File: config.mk
export PLATFORM = sky130hd
export DESIGN_NAME = pid_ctrl_gen
export DESIGN_NICKNAME = d
export VERILOG_FILES = /design/src/rtl/pid_ctrl_gen.sv
export SDC_FILE = /design/constraint.sdc
export NUM_CORES = 1
export LEC_CHECK = 0
export BUFFER_PORTS_ARGS = -buffer_cell sky130_fd_sc_hd__buf_2
export CAP_MARGIN = 30
export CORE_MARGIN = 2
export CORE_UTILIZATION = 44
export DETAILED_ROUTE_END_ITERATION = 12
export PLACE_DENSITY = 0.7
export SLEW_MARGIN = 20
export SYNTH_ARGS = -nofsm -noshare
export SYNTH_HDL_FRONTEND = slang
export SYNTH_SLANG_ARGS = --single-unit
File: constraint.sdc
create_clock -name clk -period 6.4 [get_ports clk]
set_input_delay 1.6 -clock clk [delete_from_list [all_inputs] [get_ports clk]]
set_output_delay 1.6 -clock clk [all_outputs]
set_load 0.05 [all_outputs]
File: src/rtl/pid_ctrl_gen.sv
// Balance PID controller: saturated P + I + D sum behind a two-stage pipeline, with
// a clamping integrator, integrator bleed while the rider is off, and a soft-start ramp.
module pid_ctrl_gen #(
    parameter int ERR_W       = 10,
    parameter int P_GAIN      = 9,
    parameter int I_SHIFT     = 6,
    parameter int D_SHIFT     = 6,
    parameter int INT_W       = 18,
    parameter int OUT_W       = 12,
    parameter int SS_W        = 27,
    parameter int SS_BITS     = 8,
    parameter int BLEED_SHIFT = 4
) (
    input  logic                    clk,
    input  logic                    rst,
    input  logic                    vld,
    input  logic signed [15:0]      ptch,
    input  logic signed [15:0]      ptch_rt,
    input  logic                    pwr_up,
    input  logic                    rider_off,
    output logic signed [OUT_W-1:0] PID_cntrl,
    output logic                    cntrl_vld,
    output logic [SS_BITS-1:0]      ss_tmr,
    output logic [1:0]              state,
    output logic                    int_sat
);
    typedef enum logic [1:0] {OFF = 2'd0, RAMP = 2'd1, RUN = 2'd2, BLEED = 2'd3} state_t;

    localparam int WMAX0 = (INT_W > ERR_W + 6) ? INT_W : ERR_W + 6;
    localparam int SUM_W = ((WMAX0 > 17) ? WMAX0 : 17) + 2;
    localparam int ERR_MAX = 2**(ERR_W-1) - 1;
    localparam int ERR_MIN = -(2**(ERR_W-1));
    localparam logic signed [INT_W-1:0] INT_MAX   = {1'b0, {(INT_W-1){1'b1}}};
    localparam logic signed [INT_W-1:0] INT_MIN   = {1'b1, {(INT_W-1){1'b0}}};
    localparam logic signed [INT_W-1:0] BLEED_LIM = INT_W'(2**BLEED_SHIFT);
    localparam logic signed [SUM_W-1:0] OUT_MAX   = SUM_W'(2**(OUT_W-1) - 1);
    localparam logic signed [SUM_W-1:0] OUT_MIN   = -SUM_W'(2**(OUT_W-1));

    state_t                  st_q, st_d;
    logic [SS_W-1:0]         tmr_q, tmr_d, tmr_inc;
    logic                    tmr_sat, inc_sat, take;
    logic signed [ERR_W-1:0] err_c, err_q;
    logic signed [15:0]      d_c, d_q;
    logic                    s1_vld;
    logic signed [INT_W-1:0] integ_q, integ_clamped, integ_bled;
    logic signed [INT_W:0]   integ_sum;
    logic                    integ_ovf;
    logic signed [SUM_W-1:0] p_term, i_term, d_term, sum_c;
    logic signed [OUT_W-1:0] sat_c, lim_c, out_c;

    assign state   = st_q;
    assign ss_tmr  = tmr_q[SS_W-1 -: SS_BITS];
    assign tmr_inc = tmr_q + SS_W'(1);
    assign inc_sat = &tmr_inc[SS_W-1 -: SS_BITS];
    assign tmr_sat = &ss_tmr;

    always_comb begin
        st_d  = st_q;
        tmr_d = tmr_q;
        if (!pwr_up) begin
            st_d  = OFF;
            tmr_d = '0;
        end else begin
            case (st_q)
                OFF: begin
                    st_d  = RAMP;
                    tmr_d = '0;
                end
                RAMP: begin
                    if (rider_off) begin
                        st_d = BLEED;
                    end else begin
                        tmr_d = tmr_inc;
                        if (inc_sat) st_d = RUN;
                    end
                end
                RUN:     if (rider_off) st_d = BLEED;
                BLEED:   if (!rider_off) st_d = tmr_sat ? RUN : RAMP;
                default: st_d = OFF;
            endcase
        end
    end

    always_ff @(posedge clk) begin
        if (rst) begin
            st_q  <= OFF;
            tmr_q <= '0;
        end else begin
            st_q  <= st_d;
            tmr_q <= tmr_d;
        end
    end

    // vld is a one-cycle strobe with no backpressure; each accepted strobe yields
    // exactly one cntrl_vld pulse two cycles later unless power drops or reset hits.
    assign take = vld && pwr_up && (st_q != OFF);

    always_comb begin
        if (int'(ptch) > ERR_MAX)      err_c = ERR_W'(ERR_MAX);
        else if (int'(ptch) < ERR_MIN) err_c = ERR_W'(ERR_MIN);
        else                           err_c = ptch[ERR_W-1:0];
        d_c = -(ptch_rt >>> D_SHIFT);
        integ_sum = $signed({integ_q[INT_W-1], integ_q})
                  + $signed({{(INT_W+1-ERR_W){err_c[ERR_W-1]}}, err_c});
        integ_ovf = integ_sum[INT_W] ^ integ_sum[INT_W-1];
        if (integ_ovf) integ_clamped = integ_sum[INT_W] ? INT_MIN : INT_MAX;
        else           integ_clamped = integ_sum[INT_W-1:0];
        // Snap small magnitudes to zero so arithmetic-shift rounding cannot stick at -1.
        if ((integ_q < BLEED_LIM) && (integ_q > -BLEED_LIM)) integ_bled = '0;
        else integ_bled = integ_q - (integ_q >>> BLEED_SHIFT);
    end

    always_ff @(posedge clk) begin
        if (rst) begin
            s1_vld  <= 1'b0;
            err_q   <= '0;
            d_q     <= '0;
            integ_q <= '0;
            int_sat <= 1'b0;
        end else begin
            s1_vld <= take;
            if (take) begin
                err_q <= err_c;
                d_q   <= d_c;
            end
            if (!pwr_up || st_q == OFF) begin
                integ_q <= '0;
            end else if (st_q == BLEED) begin
                integ_q <= integ_bled;
            end else if (vld && !rider_off) begin
                integ_q <= integ_clamped;
                int_sat <= integ_ovf;
            end
        end
    end

    always_comb begin
        p_term = SUM_W'(err_q) * SUM_W'(P_GAIN);
        i_term = SUM_W'(integ_q >>> I_SHIFT);
        d_term = SUM_W'(d_q);
        sum_c  = p_term + i_term + d_term;
        if (sum_c > OUT_MAX)      sat_c = OUT_MAX[OUT_W-1:0];
        else if (sum_c < OUT_MIN) sat_c = OUT_MIN[OUT_W-1:0];
        else                      sat_c = sum_c[OUT_W-1:0];
        lim_c = $signed(OUT_W'(ss_tmr) << (OUT_W-1-SS_BITS));
        if (tmr_sat)             out_c = sat_c;
        else if (sat_c > lim_c)  out_c = lim_c;
        else if (sat_c < -lim_c) out_c = -lim_c;
        else                     out_c = sat_c;
    end

    always_ff @(posedge clk) begin
        if (rst || !pwr_up || st_q == OFF) begin
            PID_cntrl <= '0;
            cntrl_vld <= 1'b0;
        end else begin
            cntrl_vld <= s1_vld;
            if (st_q == BLEED) PID_cntrl <= '0;
            else if (s1_vld)   PID_cntrl <= out_c;
        end
    end
endmodule

## After elaboration in Yosys (flattened, before gate mapping)

Index checks and enable logic that the tools add are counted.

| cells by class | value |
|---|---|
| add/sub/neg operators | 7 |
| multiply operators | 1 |
| $lt $le $gt $ge | 8 |
| equal/unequal tests | 7 |
| mux-type cells | 20 |
| bitwise gates (word level) | 4 |
| reduce and logical (&&, ||, !) cells | 21 |

Operators by type and width:

| operator | count |
|---|---|
| $mux 18 | 5 |
| $mux 12 | 5 |
| $pmux 27 s2 | 1 |
| $add 27x1->27 const B | 1 |
| $mux 27 | 1 |
| $mux 10 | 2 |
| $add 18x10->19 | 1 |
| $gt 18x5->1 const B | 1 |
| $lt 18x6->1 const B | 1 |
| $sub 18x14->18 | 1 |
| $add 16x16->17 | 1 |
| $gt 17x12->1 const B | 1 |
| $lt 17x12->1 const B | 1 |
| $add 15x12->16 | 1 |
| $gt 16x10->1 const B | 1 |
| $lt 16x10->1 const B | 1 |
| $neg 10->16 | 1 |
| $reduce_and 8->1 | 2 |
| $mul 10x5->15 const B | 1 |
| $gt 12x12->1 | 1 |
| $lt 12x12->1 | 1 |
| $neg 11->12 | 1 |
| $mux 2 | 5 |
| $pmux 2 s4 | 1 |
| 14 further kinds | 30 |

| word-level totals | value |
|---|---|
| bits in registers | 88 |
| input port bits | 37 |
| output and inout port bits | 24 |
| logic and storage cells | 77 |

## Depth between registers and ports, before layout

| depth | value |
|---|---|
| depth in word-level cells | 10 |
| gate-level depth with buffers | 26 |
| gate-level depth less buffers | 25 |

## Worst setup path before layout

OpenSTA, ideal clock, no wires.

| path | value |
|---|---|
| path kind | register to register |
| from | reg err_q[9] |
| to | reg PID_cntrl[9] |
| data arrival time | 6.046 ns |
| required time | 6.283 ns |
| path slack | 0.237 ns |
| stages on the path, launching flop included | 26 |
| buffers on the path | 1 |
| clock period less this slack | 6.163 ns |
| cells stage by stage | dfxtp_1 ha_1 ha_1 fa_1 inv_1 fa_1 inv_1 ha_1 a21o_1 a31o_2 a31o_2 o21ai_0 o311ai_4 a41oi_1 clkbuf_1 o21ai_1 ha_1 nor2b_1 o21a_1 o21a_1 o21ai_0 a21oi_1 o21ai_1 o21ai_1 o22a_1 a32o_1 |

| between the ends | value |
|---|---|
| cells in the longest elaborated chain, start to end | 10 |

Ends and longest elaborated chain:

| what | RTL line | source |
|---|---|---|
| from (decl) | 42 | `logic signed [ERR_W-1:0] err_c, err_q;` |
| from (signal assigned) | 123 | `err_q <= err_c;` |
| $mul 10x5->15 (*) | 138 | `p_term = SUM_W'(err_q) * SUM_W'(P_GAIN);` |
| $add 15x12->16 (*) | 141 | `sum_c = p_term + i_term + d_term;` |
| $add 16x16->17 (*) | 141 |  |
| $lt 17x12->1 | 143 | `else if (sum_c < OUT_MIN) sat_c = OUT_MIN[OUT_W-1:0];` |
| $mux 12 | 143 |  |
| $mux 12 (*) | 142 | `if (sum_c > OUT_MAX) sat_c = OUT_MAX[OUT_W-1:0];` |
| $lt 12x12->1 | 148 | `else if (sat_c < -lim_c) out_c = -lim_c;` |
| $mux 12 | 148 |  |
| $mux 12 | 147 | `else if (sat_c > lim_c) out_c = lim_c;` |
| $mux 12 (*) | 146 | `if (tmr_sat) out_c = sat_c;` |
| to (signal assigned) | 159 | `else if (s1_vld) PID_cntrl <= out_c;` |
| to (decl) | 21 | `output logic signed [OUT_W-1:0] PID_cntrl,` |

Every way passes the cells marked *; elsewhere a longest branch is shown, timed or not.
A chain may end at the register's enable or synchronous reset.

## Worst setup path in the final report

| path | value |
|---|---|
| from | reg err_q[4] |
| to | reg PID_cntrl[9] |

The elaborated chain is that of the path after synthesis.

==> key figures <==
Run status
  – Status: completed

Synthesis
  – Synthesized flop and latch total: 88
  – Synthesized cell area: about 8200 sq um
  – Post-synthesis cell type count: 70
  – Top_reg_cell synth: dfxtp_1
  – Synth Warn #: 0
  – Register area share after synthesis: 21.4%
  – Syn Inst Count: 1022
  – Async SR Flop Fraction: 0%
  – Mapped Avg Cell Area: between 8 and 9 sq um
  – EDFF count, synth: 0
  – Syn nets: approximately 1200

Layout
  – Finished Core Util: approximately half
  – Most frequent cells in the layout: ha_1, dfxtp_1, inv_1
  – Commonest non-fill, non-tap cell in the layout: ha_1
  – Post-route cell area: about 9000 sq um
  – Fraction of layout cells with a size suffix above 1: 11.9%
  – Final non-filler cell total: between 1000 and 1500
  – Nets: between 1000 and 1500
  – Area delta synth->final: 11.4%
  – N_diodes: 0

Drt
  – Initial DRC Count: 481
  – Via density per instance: 5.68
  – Antenna-violating nets left: 0
  – Routed WL: 20500 um
  – Routed length per instance: 15.7 um
  – DR pass1 iterations: 5
  – DRC: 0
  – Vias: about 7400

STA
  – Slew @ Worst Pin: 0.824 ns
  – Final setup margin: 0.230 ns
  – Tmin final: about 6 ns
  – Final setup fails: 0
  – Hold WS: 0.445 ns
  – Setup Total Neg Slack: 0 ns
  – Hold Fails Final Rpt: 0
  – Slew margin rel.: 44.5%
  – Clock Skew: 0.0100 ns
  – Slew Limit Fails: 0
  – Max Fclk: 162 MHz
  – Tcrit/Tclk final: a little under 100%

Setup path
  – Worst setup SP type: flip-flop
  – CP Capture Type: flip-flop
  – RR Startpoint: err_q[4]$_SDFFE_PP0P_
  – Crit Path Max Fanout: 8
  – R2r setup slk: ~0.23 ns
  – Setup crit start: err_q[4]$_SDFFE_PP0P_
  – FF-to-FF End: PID_cntrl[9]$_SDFFE_PP0P_
  – Crit path kind: flip-flop to flip-flop
  – Arrival @ worst endpoint: roughly 6.4 ns
  – Crit path to: PID_cntrl[9]$_SDFFE_PP0P_
  – CP required: 6.64 ns
  – R2r worst-path depth: 27

Floorplan
  – Chip height: 141 um
  – FP Rows: 49
  – Core area: 18100 sq um
  – Initial Utilization: 45.3%
  – # IOs: 61
  – Die Area: 19800 sq um
  – Die width: 141 um

Clock network
  – Clock tree from TritonCTS: yes
  – Clock transition at the registers of the reported paths: about 0.070 ns
  – CTS Hold Buffers Added: 0
  – CTS HTree Levels: 3
  – Clock Tree Buf Depth: 2
  – Clk_lat worst skew: 0.35 ns
  – Clock Sinks: 88
  – CTS root buf: clkbuf_16
  – CTS Buf Count: 9

Placed design
  – DP Worst Slack: -0.0570 ns
  – Gpl congestion: 0.890
  – Detail Placement HPWL: roughly 16000 um
  – Placed cell area: ~8700 sq um
  – Placed Instances: 1279
  – IO Port Bufs: 54

GRT
  – Vias in the first global route: 6899
  – Remaining Overflow, GRT: 0
  – Tot GR Track Use: 20.8%
  – First-pass GRT wire length: 33700 um
  – Pin count of the biggest net entering global routing: 31
  – Initial antenna violation count: 0

Power
  – Seq pwr share: 34.7%
  – Clk pwr share: 35.2%
  – Sw Pwr: 0.510 mW
  – Pleak: 3.99 nW
  – Comb pwr share: 30.1%
  – Switch share: 31.3%
  – Tot Pwr: ~1.6 mW
  – Internal power: between 1 and 1.5 mW
  – Power Dens Cells: 178 nW/um^2
  – VDD IR max: 0.130 mV

Job
  – Max-Cap Viols: 0

Hold path
  – Hold Crit Class: flip-flop to flip-flop
## metal layers
metal,track usage [%],vias up,part of all wire [%]
li1,-,3727,-
met1,29.7,3426,49
met2,32.7,207,44
met3,3.19,19,5.6
met4,5.79,0,1.4
met5,0,-,0
## synthesized netlist by cell type (16+ instances only)
library cell,number,share of area (%)
a21o_1,20,1.8
nand2b_1,24,1.8
a221oi_1,16,1.7
inv_1,87,4.0
nand3_1,28,1.7
nand2_1,68,3.1
ha_1,102,16
o21a_1,26,2.4
clkbuf_1,34,1.6
xnor2_1,38,4.1
fa_1,27,6.6
a22oi_1,16,1.5
nor3_1,24,1.5
xor2_1,34,3.6
nor2_1,81,3.7
nand4_1,16,1.2
a21oi_1,82,5.0
dfxtp_1,88,21
o21ai_0,57,3.5
## area by class of cell
cell class,instances,area (sq um)
clock buffer,10,239
clock inverter,5,81.3
fill,1776,9000
inverter,88,330
multi-input combinational,802,6000
sequential,88,1760
tap,229,287
timing repair buffer,78,454
## state kept, by name, summed over array words and instances (netlist names)
register and count:
err_q 10, integ_q 18, int_sat 1, s1_vld 1, cntrl_vld 1, PID_cntrl 12, d_q 16, state 2
tmr_q 27
## critical path, stage by stage, from the launching register on
cell and delay, ns:
dfxtp_1 0.33, ha_1 0.30, ha_1 0.28, inv_1 0.05, fa_1 0.50, fa_1 0.51
inv_1 0.04, ha_1 0.36, o21a_1 0.23, o31ai_4 0.08, a211oi_1 0.15, or4_1 0.53
a222oi_1 0.34, buf_4 0.19, a21o_4 0.14, buf_4 0.12, o31a_1 0.19, ha_1 0.19
nor2b_1 0.05, o21a_1 0.16, o21a_1 0.18, o21ai_2 0.13, a21oi_2 0.08, o21ai_1 0.14
buf_4 0.18, o21ai_1 0.12, o22a_1 0.22, a32o_1 0.25
## logic make-up (layout without fill, tap and decap cells)
family	count (synthesis)	after routing	share of synthesized area [%]
compound gates	291	291	23.5
simple gates	308	308	18.7
mux	2	2	0.244
flops	88	88	21.4
fa+ha+maj	129	129	22.1
buf+inv	132	181	6.43
xor+xnor	72	72	7.67
## power groups by stage
stage                     Clock, mW  Combinational, mW  Sequential, mW
after floorplan                   0              0.324           0.576
after global placement            0              0.440           0.578
after detailed placement          0              0.448           0.578
after CTS                     0.585              0.453           0.565
after global routing          0.605              0.546           0.567
final                         0.574              0.490           0.566
## how the worst min path moves through the flow
stage / slack, ns / end / depth (start not counted) / from
2_1_floorplan: 0.44 / d_q[12]$_SDFFE_PP0P_ / 2 / d_q[12]$_SDFFE_PP0P_
3_3_place_gp: 0.43 / PID_cntrl[8]$_SDFFE_PP0P_ / 2 / PID_cntrl[8]$_SDFFE_PP0P_
3_5_place_dp: 0.44 / PID_cntrl[8]$_SDFFE_PP0P_ / 2 / PID_cntrl[8]$_SDFFE_PP0P_
4_1_cts: 0.45 / PID_cntrl[8]$_SDFFE_PP0P_ / 2 / PID_cntrl[8]$_SDFFE_PP0P_
5_1_grt: 0.48 / PID_cntrl[9]$_SDFFE_PP0P_ / 1 / PID_cntrl[9]$_SDFFE_PP0P_
6_report: 0.44 / PID_cntrl[8]$_SDFFE_PP0P_ / 2 / PID_cntrl[8]$_SDFFE_PP0P_
## timing repair
action / CTS / global route
resized for setup: 1 / 17
setup endpoints to repair: 6 / 12
pin swaps: 1 / 7
buffers inserted: 0 / 6
No activity file was read; power rests on OpenSTA's default activity.
